==> config.mk <==
export PLATFORM = sky130hd
export DESIGN_NAME = nonce_search_controller_flat
export DESIGN_NICKNAME = d
export VERILOG_FILES = /design/src/rtl/nonce_search_controller_if.sv /design/src/rtl/nonce_search_controller.sv /design/src/flat_wrapper.sv
export SDC_FILE = /design/constraint.sdc
export NUM_CORES = 1
export LEC_CHECK = 0
export CAP_MARGIN = 20
export CORE_MARGIN = 1
export CORE_UTILIZATION = 40
export DETAILED_ROUTE_END_ITERATION = 6
export GPL_TIMING_DRIVEN = 0
export HOLD_SLACK_MARGIN = 0.06
export PLACE_DENSITY = 0.73
export SLEW_MARGIN = 20
export SYNTH_ARGS = -nofsm -noshare
export SYNTH_HDL_FRONTEND = slang
export SYNTH_SLANG_ARGS = --single-unit
==> constraint.sdc <==
create_clock -name iClk -period 2.64 [get_ports iClk]
set_input_delay 0.528 -clock iClk [delete_from_list [all_inputs] [get_ports iClk]]
set_output_delay 0.528 -clock iClk [all_outputs]
set_load 0.02 [all_outputs]
==> src/rtl/nonce_search_controller_if.sv <==
// Host/SHA-side signal bundle for nonce_search_controller.
// The controller uses the slave modport; the host/hash side uses master.
interface nonce_search_controller_if #(
  parameter int NONCE_W = 32
);
  logic               iStart;
  logic               iAbort;
  logic [NONCE_W-1:0] iBaseNonce;
  logic [NONCE_W-1:0] iLastNonce;
  logic               iShaReady;
  logic               iHit;

  logic               oShaStart;
  logic [NONCE_W-1:0] oShaNonce;
  logic               oBusy;
  logic               oDone;
  logic               oFound;
  logic [NONCE_W-1:0] oNonce;
  logic [NONCE_W:0]   oAttempts;
  logic               oError;

  modport master (
    output iStart, iAbort, iBaseNonce, iLastNonce, iShaReady, iHit,
    input  oShaStart, oShaNonce, oBusy, oDone, oFound, oNonce, oAttempts, oError
  );

  modport slave (
    input  iStart, iAbort, iBaseNonce, iLastNonce, iShaReady, iHit,
    output oShaStart, oShaNonce, oBusy, oDone, oFound, oNonce, oAttempts, oError
  );
endinterface

==> src/rtl/nonce_search_controller.sv <==
// Nonce search sequencer: one SHA-1 start per candidate, stops on hit or range end.
// Optional WAIT watchdog compiled in with NONCE_SEARCH_WATCHDOG_EN.
module nonce_search_controller #(
  parameter int NONCE_W = 32,
  parameter int TIMEOUT = 1024
) (
  input logic                      iClk,
  input logic                      iRst,
  nonce_search_controller_if.slave bus
);

  typedef enum logic [2:0] {
    S_IDLE,
    S_ISSUE,
    S_WAIT,
    S_CHECK,
    S_DONE
  } state_e;

  state_e             state_q, state_d;
  logic [NONCE_W-1:0] cur_q, cur_d;
  logic [NONCE_W-1:0] last_q, last_d;
  logic [NONCE_W-1:0] sha_nonce_q, sha_nonce_d;
  logic [NONCE_W-1:0] nonce_q, nonce_d;
  logic [NONCE_W:0]   attempts_q, attempts_d;
  logic               sha_start_q, sha_start_d;
  logic               busy_q, busy_d;
  logic               done_q, done_d;
  logic               found_q, found_d;

`ifdef NONCE_SEARCH_WATCHDOG_EN
  localparam int WD_W = $clog2(TIMEOUT + 1);
  logic [WD_W-1:0] wd_q, wd_d;
  logic            error_q, error_d;
`else
  logic unused_timeout;
  assign unused_timeout = (TIMEOUT > 0);
`endif

  // Outputs are all flops whose next value is chosen alongside the next
  // state, so each output reflects the state it belongs to with no decode lag.
  always_comb begin
    // NOTE: every _d gets a default before the case so no path leaves it
    // unassigned; an unassigned path in always_comb would infer a latch.
    state_d     = state_q;
    cur_d       = cur_q;
    last_d      = last_q;
    sha_nonce_d = sha_nonce_q;
    nonce_d     = nonce_q;
    attempts_d  = attempts_q;
    found_d     = found_q;
    sha_start_d = 1'b0;
    done_d      = 1'b0;
`ifdef NONCE_SEARCH_WATCHDOG_EN
    wd_d        = wd_q;
    error_d     = error_q;
`endif

    case (state_q)
      S_IDLE: begin
        if (bus.iStart) begin
          last_d      = bus.iLastNonce;
          cur_d       = bus.iBaseNonce;
          sha_nonce_d = bus.iBaseNonce;
          sha_start_d = 1'b1;
          attempts_d  = '0;
          found_d     = 1'b0;
          nonce_d     = '0;
`ifdef NONCE_SEARCH_WATCHDOG_EN
          error_d     = 1'b0;
`endif
          state_d     = S_ISSUE;
        end
      end

      S_ISSUE: begin
`ifdef NONCE_SEARCH_WATCHDOG_EN
        wd_d    = '0;
`endif
        state_d = S_WAIT;
      end

      S_WAIT: begin
        if (bus.iShaReady) begin
          state_d = S_CHECK;
`ifdef NONCE_SEARCH_WATCHDOG_EN
        end else if (wd_q == WD_W'(TIMEOUT - 1)) begin
          // Last allowed WAIT cycle without a digest: give up on this search.
          error_d = 1'b1;
          found_d = 1'b0;
          done_d  = 1'b1;
          state_d = S_DONE;
        end else begin
          wd_d    = wd_q + 1'b1;
`endif
        end
      end

      S_CHECK: begin
        attempts_d = attempts_q + 1'b1;
        if (bus.iHit) begin
          nonce_d = cur_q;
          found_d = 1'b1;
          done_d  = 1'b1;
          state_d = S_DONE;
        end else if (cur_q == last_q) begin
          done_d  = 1'b1;
          state_d = S_DONE;
        end else begin
          // Natural NONCE_W-bit wrap gives the base > last wrap-around search.
          cur_d       = cur_q + 1'b1;
          sha_nonce_d = cur_q + 1'b1;
          sha_start_d = 1'b1;
          state_d     = S_ISSUE;
        end
      end

      S_DONE: begin
        state_d = S_IDLE;
      end

      default: begin
        state_d = S_IDLE;
      end
    endcase

    // Abort overrides whatever the state decided, including a same-cycle
    // ready or hit, and leaves the result registers untouched.
    if (bus.iAbort && (state_q != S_IDLE)) begin
      state_d     = S_IDLE;
      cur_d       = cur_q;
      sha_nonce_d = sha_nonce_q;
      nonce_d     = nonce_q;
      attempts_d  = attempts_q;
      found_d     = found_q;
      sha_start_d = 1'b0;
      done_d      = 1'b0;
`ifdef NONCE_SEARCH_WATCHDOG_EN
      error_d     = error_q;
`endif
    end

    busy_d = (state_d != S_IDLE);
  end

  // NOTE: sequential state uses non-blocking assignments only, so every flop
  // samples the pre-edge value of the others regardless of statement order.
  always_ff @(posedge iClk) begin
    if (iRst) begin
      state_q     <= S_IDLE;
      cur_q       <= '0;
      last_q      <= '0;
      sha_nonce_q <= '0;
      nonce_q     <= '0;
      attempts_q  <= '0;
      sha_start_q <= 1'b0;
      busy_q      <= 1'b0;
      done_q      <= 1'b0;
      found_q     <= 1'b0;
`ifdef NONCE_SEARCH_WATCHDOG_EN
      wd_q        <= '0;
      error_q     <= 1'b0;
`endif
    end else begin
      state_q     <= state_d;
      cur_q       <= cur_d;
      last_q      <= last_d;
      sha_nonce_q <= sha_nonce_d;
      nonce_q     <= nonce_d;
      attempts_q  <= attempts_d;
      sha_start_q <= sha_start_d;
      busy_q      <= busy_d;
      done_q      <= done_d;
      found_q     <= found_d;
`ifdef NONCE_SEARCH_WATCHDOG_EN
      wd_q        <= wd_d;
      error_q     <= error_d;
`endif
    end
  end

  assign bus.oShaStart = sha_start_q;
  assign bus.oShaNonce = sha_nonce_q;
  assign bus.oBusy     = busy_q;
  assign bus.oDone     = done_q;
  assign bus.oFound    = found_q;
  assign bus.oNonce    = nonce_q;
  assign bus.oAttempts = attempts_q;
`ifdef NONCE_SEARCH_WATCHDOG_EN
  assign bus.oError    = error_q;
`else
  assign bus.oError    = 1'b0;
`endif

endmodule

==> src/flat_wrapper.sv <==
// flat-port wrapper written by rule: the top's interface ports become plain ports
module nonce_search_controller_flat 
#(
  parameter int NONCE_W = 32,
  parameter int TIMEOUT = 1024
)
  (iClk, iRst, bus_iStart, bus_iAbort, bus_iBaseNonce, bus_iLastNonce, bus_iShaReady, bus_iHit, bus_oShaStart, bus_oShaNonce, bus_oBusy, bus_oDone, bus_oFound, bus_oNonce, bus_oAttempts, bus_oError);
  nonce_search_controller_if #(.NONCE_W(NONCE_W)) bus_i ();
  input logic iClk;
  input logic iRst;
  input wire logic [$bits(bus_i.iStart)-1:0] bus_iStart;
  input wire logic [$bits(bus_i.iAbort)-1:0] bus_iAbort;
  input wire logic [$bits(bus_i.iBaseNonce)-1:0] bus_iBaseNonce;
  input wire logic [$bits(bus_i.iLastNonce)-1:0] bus_iLastNonce;
  input wire logic [$bits(bus_i.iShaReady)-1:0] bus_iShaReady;
  input wire logic [$bits(bus_i.iHit)-1:0] bus_iHit;
  output wire logic [$bits(bus_i.oShaStart)-1:0] bus_oShaStart;
  output wire logic [$bits(bus_i.oShaNonce)-1:0] bus_oShaNonce;
  output wire logic [$bits(bus_i.oBusy)-1:0] bus_oBusy;
  output wire logic [$bits(bus_i.oDone)-1:0] bus_oDone;
  output wire logic [$bits(bus_i.oFound)-1:0] bus_oFound;
  output wire logic [$bits(bus_i.oNonce)-1:0] bus_oNonce;
  output wire logic [$bits(bus_i.oAttempts)-1:0] bus_oAttempts;
  output wire logic [$bits(bus_i.oError)-1:0] bus_oError;
  assign bus_i.iStart = bus_iStart;
  assign bus_i.iAbort = bus_iAbort;
  assign bus_i.iBaseNonce = bus_iBaseNonce;
  assign bus_i.iLastNonce = bus_iLastNonce;
  assign bus_i.iShaReady = bus_iShaReady;
  assign bus_i.iHit = bus_iHit;
  assign bus_oShaStart = bus_i.oShaStart;
  assign bus_oShaNonce = bus_i.oShaNonce;
  assign bus_oBusy = bus_i.oBusy;
  assign bus_oDone = bus_i.oDone;
  assign bus_oFound = bus_i.oFound;
  assign bus_oNonce = bus_i.oNonce;
  assign bus_oAttempts = bus_i.oAttempts;
  assign bus_oError = bus_i.oError;
  nonce_search_controller #(.NONCE_W(NONCE_W), .TIMEOUT(TIMEOUT)) u_core (.iClk(iClk), .iRst(iRst), .bus(bus_i));
endmodule
==> summary.txt <==
Run status
  • Outcome: completed

Worst setup path
  • Critical path's slowest cell: clkdlybuf4s50_1
  • Worst path cell trace: clkdlybuf4s50_1, and3b_1, o21a_1, a21oi_2, buf_1, a22oi_1, nor2_1
  • CP startpoint: bus_iAbort
  • Arr. time, crit path: 2920 ps
  • Worst R2R Start: u_core.state_q[2]
  • Crit path largest cell delay: 630 ps
  • Startpoint Class: primary input
  • Kind of critical path: in2reg
  • CP Capture Type: flop
  • Required time worst endpoint: 3010 ps
  • Crit path max-delay family: buffers and inverters
  • CP bufs+invs: 2
  • Critical path peak fanout: 10

Drt
  • Initial DRC count: between 500 and 600
  • Drt drc: 0
  • Drt wl/cell: 18.1 um
  • Initial DRT Pass Iterations: 6
  • Via density per instance: 5.65
  • Antenna Violating Nets Remaining: 0
  • Final WL: 21500 um
  • Vias: 6719

Yosys
  • Top-area cell type share of the netlist area: 42.8%
  • Most frequent cell after synthesis: dfxtp_1
  • Synth warnings: 0
  • Synth cell types: 60
  • Cells after Synth: 775
  • Number of synthesized flops with an enable pin: 0
  • Post-synthesis sequential area ratio: 42.8%
  • Synthesized area: 0.00637 mm^2
  • Synth top area cells: dfxtp_1, xor2_1, nand2_1
  • Net count after synthesis: 847
  • FF+latch count, synth: between 100 and 150
  • Synthesized area per cell: 8.22 um^2
  • Ys async rst share: 0%
  • Leading area contributor after synthesis: dfxtp_1
  • Synth top cells by count: dfxtp_1, nand2_1, nor2_1, a21oi_1, xor2_1
  • Synth Flop Type: dfxtp_1

STA
  • Worst Hold Slack: ~460 ps
  • Relative max-transition margin: 44.9%
  • Post-route minimum period: 2550 ps
  • Max-slew violation count: 0
  • RSZ-0062 raised after global routing: yes
  • Final Hold Fails: 0
  • # setup viols final: 0
  • FMAX: 0.392 GHz
  • Final Cycle Share: 96.6%
  • Clock skew: 9.10 ps
  • Slew @ Worst Pin: 823 ps

GRT
  • Tot GR Track Use: between 20% and 30%
  • Vias in the first global route: around 6200
  • Initial antenna violation count: 0
  • First-pass GRT wire length: 33300 um
  • Total grt overflow: 0
  • Pin count of the biggest net entering global routing: 17

Power
  • Clock power frac: 41.4%
  • P_sw: 1.54 mW
  • P_int: 3.87 mW
  • Pwr dens: a little over 600 mW/mm^2
  • Leakage: ~3.2 nW
  • Sw frac: 28.5%
  • Logic gate share of total power: roughly 16%
  • Worst vdd ir: 467 uV
  • Share of power burned in registers: 42.5%

Die
  • Die area: 0.0164 mm^2
  • Num rows: between 40 and 50
  • Core ar.: 0.0154 mm^2
  • Die Wd: 128 um
  • Initial Util: 41.4%
  • Die height: between 100 and 150 um
  • I/O pin count: 172

Job
  • Maxcap violations: 0

Clocking
  • Skew-Pair Late Insertion Delay: 430 ps
  • Clock Path Buffers: 2
  • Clock tree sinks: around 140
  • Root Buffer: clkbuf_16
  • CTS tree: done
  • CTS buffer count: 17
  • Htree depth: 4
  • Clock-pin slew on the worst setup and hold paths: 50 ps

Layout
  • Nets: around 1000
  • Syn-to-layout area delta: 40.1%
  • Diode count: 0
  • Final Cell Area: 0.00892 mm^2
  • Fin util: about three fifths
  • Layout cell share with drive strength beyond 1: 7.16%

Worst hold path
  • Worst hold path type: reg2reg
  • Min-delay src: u_core.last_q[26]

Placed design
  • DP HPWL: 15400 um
  • # port buffers: 169
  • DP Area: 0.00833 mm^2
  • Gp weighted congestion: roughly 0.92
through the flow:
step	total power [mW]	cells	setup WS, ps	TNS [ps]
after floorplan	2.77	775	335	0
after global routing	5.60	1189	-84.3	-1050
after CTS	5.42	1186	1.30	0
after detailed placement	3.20	1155	-518	-25800
after global placement	3.19	1155	-598	-32960
final	5.42	1189	89.6	0
power groups by stage:
stage | combinational [mW] | clock (mW) | sequential [mW]
floorplan | 0.419 | 0 | 2.35
global placement | 0.866 | 0 | 2.33
detailed placement | 0.873 | 0 | 2.33
CTS | 0.880 | 2.26 | 2.28
global route | 0.939 | 2.35 | 2.31
finish | 0.874 | 2.24 | 2.30
final timing paths:
path / to / slack (ps) / cells after the start
worst min register to register: u_core.last_q[26] / 460 / 2
worst min-delay path: u_core.last_q[26] / 460 / 2
worst max-delay path: u_core.bus.oNonce[26] / 90 / 7
worst max register to register: u_core.bus.oNonce[26] / 200 / 8
flip-flops by register name (all words and copies together) (netlist names):
| signal | count |
|---|---|
| u_core.bus.oNonce | 32 |
| u_core.last_q | 32 |
| u_core.bus.oBusy | 1 |
| u_core.bus.oShaStart | 1 |
| u_core.bus.oDone | 1 |
| u_core.bus.oFound | 1 |
| u_core.state_q | 3 |
| u_core.cur_q | 32 |
| u_core.bus.oAttempts | 33 |
tightest hold or removal path, stage by stage, from the launching register on:
cell	delay, ps
dfxtp_1	310
nand2_1	50
a21oi_1	50
layout make-up:
class                      count  area (um^2)
inverter                      17         63.8
multi-input combinational    561         3350
timing repair buffer         175         1740
clock inverter                10         77.6
tap                          211          264
fill                        1389         6450
clock buffer                  21          470
buffer                        58          238
sequential                   136         2720
routing by layer:
layer / GRT usage (%) / wire [um] / up-vias
met5: 0 / 0 / -
met4: 11.5 / 599 / 0
met3: 6.97 / 2120 / 55
met2: 42.6 / 9880 / 395
met1: 33.9 / 8880 / 3129
li1: - / - / 3140
cells in the final DEF (no fill, tap or decap), drive strengths merged, types with 3 or more instances in the layout:
cell and n:
nand2 101, nor2 94, and4 4, o31a 4, nor4 18, a21oi 64
nand3 29, o311ai 3, clkbuf 64, xnor2 12, a22oi 32, dfxtp 136
nor3 19, o21ai 10, and2 4, clkdlybuf4s50 169, or3 10, o221a 4
a211oi 5, nand4 20, a221oi 5, a21boi 3, o31ai 11, inv 17
xor2 49, o32ai 8, clkinv 8, o211ai 12, and3 7, buf 21
cell families after synthesis:
logic type,synth area share (%)
simple gates,23.8
compound gates,19.7
flops,42.8
buf+inv,4.89
xor+xnor,8.39
fa+ha+maj,0.393
other cells,0.0589
what timing repair did:
action | 4_1_cts | 5_1_grt
hold buffers | 0 | 0
pin swaps | 0 | 2
endpoints found under the setup margin | 21 | 58
resized for setup | 1 | 7
setup buffers | 0 | 6
Note: power is estimated with default switching activity, not from simulation.
